===== src/rtl/fp32_accum_ctrl_pkg.sv =====
`default_nettype none
// ============================================================================
// Module : fp32_pkg
// Brief  : Shared fp32 types and controller state encoding for fp32_accum_ctrl.
// Rev    : 1.0
// ============================================================================
package fp32_pkg;

  typedef logic [31:0] fp32_t;

  localparam fp32_t FP32_POS_ZERO = 32'h0000_0000;

  typedef enum logic [1:0] {
    IDLE = 2'd0,
    LOAD = 2'd1,
    WAIT = 2'd2,
    DONE = 2'd3
  } acc_state_t;

endpackage
`default_nettype wire


===== src/rtl/fp32_accum_ctrl_if.sv =====
`default_nettype none
// ============================================================================
// Module : fp32_accum_ctrl_if
// Brief  : Operand stream, fpadder operand/result and status bundle.
// Rev    : 1.0
// ============================================================================
interface fp32_accum_ctrl_if
  import fp32_pkg::*;
#(
  parameter int CNT_W = 8
) ();

  logic             start;
  logic [CNT_W-1:0] len;
  logic             in_valid;
  fp32_t            in_data;
  logic             in_ready;
  fp32_t            add_x;
  fp32_t            add_y;
  fp32_t            add_z;
  logic [1:0]       add_ovf;
  logic             busy;
  logic             done;
  fp32_t            sum;
  logic [1:0]       ovf_flags;

  // Accumulator view: consumes the stream and adder result, drives status.
  modport slave (
    input  start, len, in_valid, in_data, add_z, add_ovf,
    output in_ready, add_x, add_y, busy, done, sum, ovf_flags
  );

  // Environment view: data source plus the external fpadder.
  modport master (
    output start, len, in_valid, in_data, add_z, add_ovf,
    input  in_ready, add_x, add_y, busy, done, sum, ovf_flags
  );

endinterface
`default_nettype wire


===== src/rtl/fp32_accum_ctrl.sv =====
`default_nettype none
// ============================================================================
// Module : fp32_accum_ctrl
// Brief  : Sums a stream of fp32 operands through an external fixed-latency
//          fpadder, reporting the final sum and sticky exception flags.
// Rev    : 1.0
// ============================================================================
module fp32_accum_ctrl
  import fp32_pkg::*;
#(
  parameter int ADD_LAT = 3,
  parameter int CNT_W   = 8
) (
  input  wire logic          clk,
  input  wire logic          rst,
  fp32_accum_ctrl_if.slave   bus
);

  localparam int               TMR_W    = (ADD_LAT > 1) ? $clog2(ADD_LAT) : 1;
  localparam logic [TMR_W-1:0] TMR_LOAD = TMR_W'(ADD_LAT - 1);

  acc_state_t       state_q,     state_d;
  fp32_t            sum_q,       sum_d;
  logic [1:0]       flags_q,     flags_d;
  fp32_t            add_x_q,     add_x_d;
  fp32_t            add_y_q,     add_y_d;
  logic [CNT_W-1:0] remaining_q, remaining_d;
  logic [TMR_W-1:0] timer_q,     timer_d;
  logic             busy_q,      busy_d;

  always_comb begin
    state_d     = state_q;
    sum_d       = sum_q;
    flags_d     = flags_q;
    add_x_d     = add_x_q;
    add_y_d     = add_y_q;
    remaining_d = remaining_q;
    timer_d     = timer_q;
    busy_d      = busy_q;

    case (state_q)
      IDLE: begin
        if (bus.start) begin
          sum_d       = FP32_POS_ZERO;
          flags_d     = 2'b00;
          remaining_d = bus.len;
          busy_d      = 1'b1;
          state_d     = (bus.len == '0) ? DONE : LOAD;
        end
      end
      LOAD: begin
        if (bus.in_valid) begin
          add_x_d = sum_q;
          add_y_d = bus.in_data;
          timer_d = TMR_LOAD;
          state_d = WAIT;
        end
      end
      WAIT: begin
        // Operands stay frozen until the adder result lands in the sum.
        if (timer_q == '0) begin
          sum_d       = bus.add_z;
          flags_d     = flags_q | bus.add_ovf;
          remaining_d = remaining_q - CNT_W'(1);
          state_d     = (remaining_q == CNT_W'(1)) ? DONE : LOAD;
        end else begin
          timer_d = timer_q - TMR_W'(1);
        end
      end
      DONE: begin
        busy_d  = 1'b0;
        state_d = IDLE;
      end
      default: state_d = IDLE;
    endcase
  end

  always_ff @(posedge clk or negedge rst) begin
    if (!rst) begin
      state_q     <= IDLE;
      sum_q       <= FP32_POS_ZERO;
      flags_q     <= 2'b00;
      add_x_q     <= FP32_POS_ZERO;
      add_y_q     <= FP32_POS_ZERO;
      remaining_q <= '0;
      timer_q     <= '0;
      busy_q      <= 1'b0;
    end else begin
      state_q     <= state_d;
      sum_q       <= sum_d;
      flags_q     <= flags_d;
      add_x_q     <= add_x_d;
      add_y_q     <= add_y_d;
      remaining_q <= remaining_d;
      timer_q     <= timer_d;
      busy_q      <= busy_d;
    end
  end

  assign bus.in_ready  = (state_q == LOAD);
  assign bus.done      = (state_q == DONE);
  assign bus.busy      = busy_q;
  assign bus.sum       = sum_q;
  assign bus.ovf_flags = flags_q;
  assign bus.add_x     = add_x_q;
  assign bus.add_y     = add_y_q;

endmodule
`default_nettype wire


===== src/flat_wrapper.sv =====
// flat-port wrapper written by rule: the top's interface ports become plain ports
module fp32_accum_ctrl_flat import fp32_pkg::*;
#(
  parameter int ADD_LAT = 3,
  parameter int CNT_W   = 8
)
  (clk, rst, bus_start, bus_len, bus_in_valid, bus_in_data, bus_add_z, bus_add_ovf, bus_in_ready, bus_add_x, bus_add_y, bus_busy, bus_done, bus_sum, bus_ovf_flags);
  fp32_accum_ctrl_if #(.CNT_W(CNT_W)) bus_i ();
  input  wire logic clk;
  input  wire logic rst;
  input wire logic [$bits(bus_i.start)-1:0] bus_start;
  input wire logic [$bits(bus_i.len)-1:0] bus_len;
  input wire logic [$bits(bus_i.in_valid)-1:0] bus_in_valid;
  input wire logic [$bits(bus_i.in_data)-1:0] bus_in_data;
  input wire logic [$bits(bus_i.add_z)-1:0] bus_add_z;
  input wire logic [$bits(bus_i.add_ovf)-1:0] bus_add_ovf;
  output wire logic [$bits(bus_i.in_ready)-1:0] bus_in_ready;
  output wire logic [$bits(bus_i.add_x)-1:0] bus_add_x;
  output wire logic [$bits(bus_i.add_y)-1:0] bus_add_y;
  output wire logic [$bits(bus_i.busy)-1:0] bus_busy;
  output wire logic [$bits(bus_i.done)-1:0] bus_done;
  output wire logic [$bits(bus_i.sum)-1:0] bus_sum;
  output wire logic [$bits(bus_i.ovf_flags)-1:0] bus_ovf_flags;
  assign bus_i.start = bus_start;
  assign bus_i.len = bus_len;
  assign bus_i.in_valid = bus_in_valid;
  assign bus_i.in_data = bus_in_data;
  assign bus_i.add_z = bus_add_z;
  assign bus_i.add_ovf = bus_add_ovf;
  assign bus_in_ready = bus_i.in_ready;
  assign bus_add_x = bus_i.add_x;
  assign bus_add_y = bus_i.add_y;
  assign bus_busy = bus_i.busy;
  assign bus_done = bus_i.done;
  assign bus_sum = bus_i.sum;
  assign bus_ovf_flags = bus_i.ovf_flags;
  fp32_accum_ctrl #(.ADD_LAT(ADD_LAT), .CNT_W(CNT_W)) u_core (.clk(clk), .rst(rst), .bus(bus_i));
endmodule

===== config.mk =====
export PLATFORM = sky130hd
export DESIGN_NAME = fp32_accum_ctrl_flat
export DESIGN_NICKNAME = d
export VERILOG_FILES = /design/src/rtl/fp32_accum_ctrl_pkg.sv /design/src/rtl/fp32_accum_ctrl_if.sv /design/src/rtl/fp32_accum_ctrl.sv /design/src/flat_wrapper.sv
export SDC_FILE = /design/constraint.sdc
export NUM_CORES = 1
export LEC_CHECK = 0
export BUFFER_PORTS_ARGS = -buffer_cell sky130_fd_sc_hd__buf_2
export CORE_UTILIZATION = 27
export DETAILED_ROUTE_END_ITERATION = 8
export SYNTH_ARGS = -nofsm -noshare
export SYNTH_HDL_FRONTEND = slang
export SYNTH_SLANG_ARGS = --single-unit
export TNS_END_PERCENT = 20

===== constraint.sdc =====
create_clock -name clk -period 1.7 [get_ports clk]
set_input_delay 0.255 -clock clk [delete_from_list [all_inputs] [get_ports clk]]
set_output_delay 0.255 -clock clk [all_outputs]
set_load 0.02 [all_outputs]

Word-level counts from Yosys, hierarchy flattened
Cells that the tools add are included.
W data, S select, Z words.

word-level totals
  flip-flop bits (word level) = 111
  bits of input ports = 78
  output and inout bits = 101
  logic and storage cells = 49

operators by class
  add/subtract/negate cells = 2
  equal/unequal tests = 8
  mux-type cells = 19
  bitwise gates (word level) = 1
  reductions and logical operators = 11

operators with widths
  operator               number
  $mux W32               2
  $pmux W32 S2           1
  $mux W2                8
  $mux W8                2
  $pmux W8 S2            1
  $reduce_and A3 Y1      3
  $eq A8 B1 Y1 const B   1
  $logic_not A8 Y1       1
  $pmux W2 S2            2
  $pmux W2 S4            1
  $sub A8 B1 Y8 const B  1
  $ne A2 B2 Y1 const B   3
  $reduce_bool A2 Y1     3
  $eq A2 B2 Y1 const B   2
  $logic_not A2 Y1       2
  $reduce_and A2 Y1      2
  $eq A2 B1 Y1 const B   1
  $ne A2 B1 Y1 const B   1
  $or A2 B2 Y2           1
  $pmux W1 S2            1
  $sub A2 B1 Y2 const B  1
  $mux W1                1

Longest topological paths before layout
  word-level depth = 4
  gate-level depth with buffers = 7
  gate-level depth less buffers = 6

Worst setup path before layout
No wires, ideal clock.

  path type = flip-flop to flip-flop
  start = register u_core.state_q[1]
  end = register u_core.add_x_q[8], in the netlist u_core.bus.add_x[8]
  library setup time = 0.128 ns
  arrival = 1.469 ns
  data required time = 1.572 ns
  path slack = 0.104 ns
  cell stages (with the launch flop) = 6
  cell sequence = dfrtp_1 nor2b_1 nand2_1 buf_6 buf_6 mux2_1

between the ends
  word-level cells in the longest chain between the ends = 2

RTL lines
  element                      RTL line               text
  start: declaration           fp32_accum_ctrl.sv:22  acc_state_t state_q, state_d;
  start signal: assignment     fp32_accum_ctrl.sv:89  state_q <= state_d;
  $eq A2 B1 Y1                 -
  named net bus_in_ready       flat_wrapper.sv:17     output wire logic [$bits(bus_i.in_ready)-1:0] bus_in_ready;
  $reduce_and A2 Y1 (no line)  -
  end signal: assignment       fp32_accum_ctrl.sv:83  add_x_q <= FP32_POS_ZERO;
  end signal: assignment       fp32_accum_ctrl.sv:92  add_x_q <= add_x_d;
  end: declaration             fp32_accum_ctrl.sv:25  fp32_t add_x_q, add_x_d;

The timed path passes the listed nets, and every way through them passes these cells.
A chain may end at the register's enable or synchronous reset.

Worst setup path after layout
  start = register u_core.state_q[1]
  end = output bus_done

between the ends
  word-level cells in the longest chain between the ends = 1

RTL lines
  element           RTL line                text
  $eq A2 B2 Y1      fp32_accum_ctrl.sv:101  assign bus.done = (state_q == DONE);
  end: declaration  flat_wrapper.sv:21      output wire logic [$bits(bus_i.done)-1:0] bus_done;

Every way passes these cells.

==> run_summary.xml <==
<?xml version="1.0" encoding="UTF-8"?>
<metrics>
  <group name="timing">
    <metric name="fin_hold_viols" unit="">0</metric>
    <metric name="finalMaxSlewViolations" unit="">0</metric>
    <metric name="timing.final.setup_violations" unit="">0</metric>
    <metric name="final_min_period_over_clock_period" unit="%">94.7</metric>
    <metric name="layout_min_cycle_time" unit="ps">1610</metric>
    <metric name="clock.fmax" unit="GHz">0.621</metric>
    <metric name="final.setup_skew" unit="ps">10.0</metric>
    <metric name="grt_setup_unrepaired" unit="">false</metric>
    <metric name="slew_headroom" unit="%">73.4</metric>
    <metric name="worstMarginPinSlew" unit="ps">400</metric>
    <metric name="fin_tns_setup" unit="ps">0</metric>
  </group>
  <group name="final_layout">
    <metric name="final_nets" unit="">583</metric>
    <metric name="area_of_the_multi_input_gates" unit="sq mm">0.00167</metric>
    <metric name="ff_latch_area" unit="sq mm">0.00278</metric>
    <metric name="instances_no_fill" unit="">726</metric>
    <metric name="filler_cell_count" unit="">1653</metric>
    <metric name="insertedDiodeCount" unit="">0</metric>
    <metric name="areaGrowthSynthToFinish" unit="%">33.1</metric>
    <metric name="layout-drive-gt1-share" unit="%">52.8</metric>
  </group>
  <group name="logic_synthesis">
    <metric name="share_of_flip_flops_with_an_asynchronous_set_or_reset_after_synthesis" unit="%">100</metric>
    <metric name="synth.lib_cells_used.distinct" unit="">45</metric>
    <metric name="avgSynthCellArea" unit="sq um">14.6</metric>
    <metric name="synth_sequential_area_ratio" unit="%">60.4</metric>
    <metric name="synth.ff_latch_count" unit="">111</metric>
    <metric name="top_cells_by_area_synth" unit="">sky130_fd_sc_hd__dfrtp_1 60%, sky130_fd_sc_hd__mux2_4 12%, sky130_fd_sc_hd__a22o_1 6.1%</metric>
    <metric name="syn_inst" unit="">314</metric>
    <metric name="synthesis.yosys.warnings" unit="">0</metric>
    <metric name="netlist.top_cell.by_area" unit="">sky130_fd_sc_hd__dfrtp_1</metric>
    <metric name="postSynth.topFlopCell" unit="">sky130_fd_sc_hd__dfrtp_1</metric>
    <metric name="synth-edff-count" unit="">0</metric>
    <metric name="post-synth-top-area-fraction" unit="%">60.4</metric>
    <metric name="synth_nets" unit="">395</metric>
    <metric name="netlist_area" unit="sq mm">0.00460</metric>
  </group>
  <group name="route">
    <metric name="drc_errors" unit="">0</metric>
    <metric name="first_pass_iters" unit="">4</metric>
    <metric name="antenna_violating_nets_post_route" unit="">0</metric>
    <metric name="drtIter0Drc" unit="">153</metric>
    <metric name="routed_wire_length_per_instance" unit="um">15.3</metric>
    <metric name="drt_via_density" unit="">4.61</metric>
    <metric name="postRouteWirelength" unit="mm">11.1</metric>
    <metric name="routed-via-count" unit="">3346</metric>
  </group>
  <group name="clocking">
    <metric name="ctsLongestPathBuffers" unit="">2</metric>
    <metric name="cts_sinks" unit="">111</metric>
    <metric name="clkSlewWorstSetupHoldPaths" unit="ps">80</metric>
    <metric name="cts_tree" unit="">yes</metric>
    <metric name="cts-htree-levels" unit="">3</metric>
    <metric name="number_of_buffers_inserted_during_clock_tree_synthesis" unit="">9</metric>
    <metric name="clkLatencyLatePin" unit="ps">340</metric>
    <metric name="clk_root_buffer_cell" unit="">sky130_fd_sc_hd__clkbuf_16</metric>
  </group>
  <group name="power">
    <metric name="powerDensity" unit="mW/mm^2">2040</metric>
    <metric name="power.net_switching" unit="mW">5.00</metric>
    <metric name="share_seq_of_total_power" unit="%">37.9</metric>
    <metric name="switching_share" unit="%">40.1</metric>
    <metric name="maximum_vdd_drop" unit="mV">0.694</metric>
    <metric name="intPower" unit="mW">7.49</metric>
    <metric name="leakage_power" unit="nW">3.28</metric>
    <metric name="combinational_share_of_power" unit="%">46.4</metric>
    <metric name="totalPowerFinal" unit="mW">12.5</metric>
    <metric name="clock_share_of_power" unit="%">15.7</metric>
  </group>
  <group name="floorplanning">
    <metric name="fp.dieArea" unit="sq mm">0.0176</metric>
    <metric name="num_rows" unit="">47</metric>
    <metric name="ioPinCount" unit="">179</metric>
    <metric name="start_util" unit="%">27.7</metric>
    <metric name="core-area" unit="sq mm">0.0166</metric>
    <metric name="die_h" unit="um">133</metric>
    <metric name="die-width" unit="um">133</metric>
  </group>
  <group name="worst_setup_path">
    <metric name="rr_startpoint" unit="">u_core.state_q[1]</metric>
    <metric name="crit_required" unit="ps">1440</metric>
    <metric name="timing.critical_path.from_type" unit="">flip-flop</metric>
    <metric name="path_max_fanout" unit="">7</metric>
    <metric name="arrival_time_of_data_at_the_critical_path_endpoint" unit="ps">1360</metric>
    <metric name="timing_worst_setup_path_type" unit="">reg -&gt; out</metric>
    <metric name="reg2reg_slack" unit="ps">160</metric>
    <metric name="r2r.worst_path.cells" unit="">4</metric>
    <metric name="crit-reg2reg-capture" unit="">u_core.bus.add_x[15]</metric>
    <metric name="end_kind" unit="">output pin</metric>
  </group>
  <group name="global_route">
    <metric name="initial_antenna_violation_count" unit="">0</metric>
    <metric name="global_route_total_overflow" unit="">0</metric>
    <metric name="first_pass_grt_wire_length" unit="mm">17.7</metric>
    <metric name="pin_count_of_the_biggest_net_entering_global_routing" unit="">52</metric>
    <metric name="track_usage" unit="%">12.7</metric>
    <metric name="first_global_vias" unit="">3424</metric>
  </group>
  <group name="min_path">
    <metric name="hold_path_class" unit="">in -&gt; reg</metric>
    <metric name="min_delay_worst_endpoint" unit="">u_core.bus.add_y[19]</metric>
    <metric name="worstHoldPathCells" unit="">2</metric>
    <metric name="worst_hold_start" unit="">bus_in_data[19]</metric>
  </group>
  <group name="placed_design">
    <metric name="place.gp.congestion" unit="">0.817</metric>
    <metric name="placement.io_buffers" unit="">178</metric>
    <metric name="placedCellCount" unit="">709</metric>
    <metric name="dp_hpwl" unit="mm">8.00</metric>
  </group>
  <group name="run_status">
    <metric name="run_status" unit="">finished, final reports clean</metric>
  </group>
  <group name="job">
    <metric name="timing.max_cap.violations" unit="">0</metric>
  </group>
</metrics>
worst max-delay path, stage by stage, from the launching register on:
cell and delay [ps]:
sky130_fd_sc_hd__dfrtp_1 450, sky130_fd_sc_hd__buf_4 180, sky130_fd_sc_hd__inv_1 160, sky130_fd_sc_hd__nor2_1 60, sky130_fd_sc_hd__buf_2 160
power groups by stage:
| stage | clock, mW | combinational [mW] | sequential, mW |
|---|---|---|---|
| 2_1_floorplan | 0 | 2.51 | 6.00 |
| 3_3_place_gp | 0 | 5.74 | 4.69 |
| 3_5_place_dp | 0 | 5.83 | 4.76 |
| 4_1_cts | 2.06 | 5.85 | 4.72 |
| 5_1_grt | 2.14 | 6.21 | 4.90 |
| 6_report | 1.96 | 5.79 | 4.73 |
cell families (layout without fill, tap and decap cells):
family          Yosys count  count (layout)  synth area share, %
simple gates             42              42                 5.28
flops                   111             111                 60.4
mux                      65              65                 18.8
compound gates           69              69                 11.2
fa+ha+maj                 3               3                0.816
buf+inv                  24             216                 3.51
final cells by class:
class                   instances  area share [%]
clock inverters                 5           0.736
well taps                     220            4.50
flip-flops and latches        111            45.4
clock buffers                  10            3.74
repair buffers                195            17.9
inverters                       6           0.368
multi-input cells             179            27.3
stage by stage:
stage	hold slack, ps	setup WS, ps	util [%]	instance area (sq um)
6_report	121	89.6	36.9	6120
4_1_cts	106	70.6	36.8	6110
3_5_place_dp	111	126	35.1	5820
2_1_floorplan	-40.6	104	-	4600
3_3_place_gp	107	165	35.1	5820
5_1_grt	112	3.54	36.9	6120
flip-flops by register name (all words and copies together), names as in the netlist:
name,count
u_core.bus.add_x,32
u_core.timer_q,2
u_core.state_q,2
u_core.bus.busy,1
u_core.bus.sum,32
u_core.remaining_q,8
u_core.bus.ovf_flags,2
u_core.bus.add_y,32
how the worst max path moves through the flow:
| stage | from | end |
|---|---|---|
| finish | u_core.state_q[1] | bus_done |
| global route | u_core.remaining_q[0] | u_core.remaining_q[4] |
| CTS | u_core.state_q[1] | bus_done |
| detailed placement | u_core.remaining_q[0] | u_core.remaining_q[4] |
| global placement | u_core.state_q[1] | u_core.bus.add_y[28] |
| floorplan | u_core.state_q[1] | u_core.bus.add_x[8] |
per-layer routing:
metal | vias up | track usage (%) | routed length [um] | share of wire (%)
met2 | 137 | 20.5 | 5190 | 47
met5 | - | 0 | 0 | 0
met3 | 9 | 3.52 | 708 | 6.4
met1 | 1676 | 16.2 | 5040 | 45
li1 | 1524 | - | - | -
met4 | 0 | 4.34 | 157 | 1.4
cell usage in the layout, fill, tap and decap left out, types with 2 or more instances in the layout:
master,instances
sky130_fd_sc_hd__buf_4,11
sky130_fd_sc_hd__clkbuf_16,9
sky130_fd_sc_hd__nor3_2,2
sky130_fd_sc_hd__nand2_1,4
sky130_fd_sc_hd__mux2_1,13
sky130_fd_sc_hd__nand4_1,2
sky130_fd_sc_hd__ha_1,3
sky130_fd_sc_hd__nand3_1,2
sky130_fd_sc_hd__nor2_1,10
sky130_fd_sc_hd__nor3b_1,2
sky130_fd_sc_hd__inv_1,6
sky130_fd_sc_hd__a22o_1,32
sky130_fd_sc_hd__o211ai_1,2
sky130_fd_sc_hd__nor4_1,2
sky130_fd_sc_hd__o21ai_0,5
sky130_fd_sc_hd__a311oi_1,2
sky130_fd_sc_hd__mux2_4,36
sky130_fd_sc_hd__dfrtp_1,111
sky130_fd_sc_hd__a21oi_1,12
sky130_fd_sc_hd__buf_2,177
sky130_fd_sc_hd__nor2b_1,3
sky130_fd_sc_hd__o21ai_1,4
sky130_fd_sc_hd__clkinv_4,3
sky130_fd_sc_hd__mux2_2,15
sky130_fd_sc_hd__and3_1,2
sky130_fd_sc_hd__o22a_1,2
sky130_fd_sc_hd__buf_12,6
sky130_fd_sc_hd__nand2b_1,5
timing repair:
item                                    4_1_cts  5_1_grt
hold buffers                                  1        0
buffers inserted                              0        1
endpoints found under the setup margin        0        1
gates resized for setup                       0        1
endpoints found under the hold margin         9        0
synthesized netlist by cell type (2+ instances only):
cell type and instances:
sky130_fd_sc_hd__o21ai_1 4, sky130_fd_sc_hd__nand2b_1 5, sky130_fd_sc_hd__buf_6 8, sky130_fd_sc_hd__nor2_1 10
sky130_fd_sc_hd__nor3b_1 2, sky130_fd_sc_hd__clkbuf_1 3, sky130_fd_sc_hd__nand4_1 2, sky130_fd_sc_hd__ha_1 3
sky130_fd_sc_hd__o21ai_0 5, sky130_fd_sc_hd__buf_2 6, sky130_fd_sc_hd__mux2_2 15, sky130_fd_sc_hd__nor3_2 2
sky130_fd_sc_hd__mux2_4 36, sky130_fd_sc_hd__a22o_1 32, sky130_fd_sc_hd__o211ai_1 2, sky130_fd_sc_hd__a311oi_1 2
sky130_fd_sc_hd__dfrtp_1 111, sky130_fd_sc_hd__nor4_1 2, sky130_fd_sc_hd__o22a_1 2, sky130_fd_sc_hd__and3_1 2
sky130_fd_sc_hd__a21oi_1 12, sky130_fd_sc_hd__nand3_1 2, sky130_fd_sc_hd__nand2_1 5, sky130_fd_sc_hd__mux2_1 13
sky130_fd_sc_hd__inv_1 6, sky130_fd_sc_hd__nor2b_1 3
(Power assumes the default switching activity.)
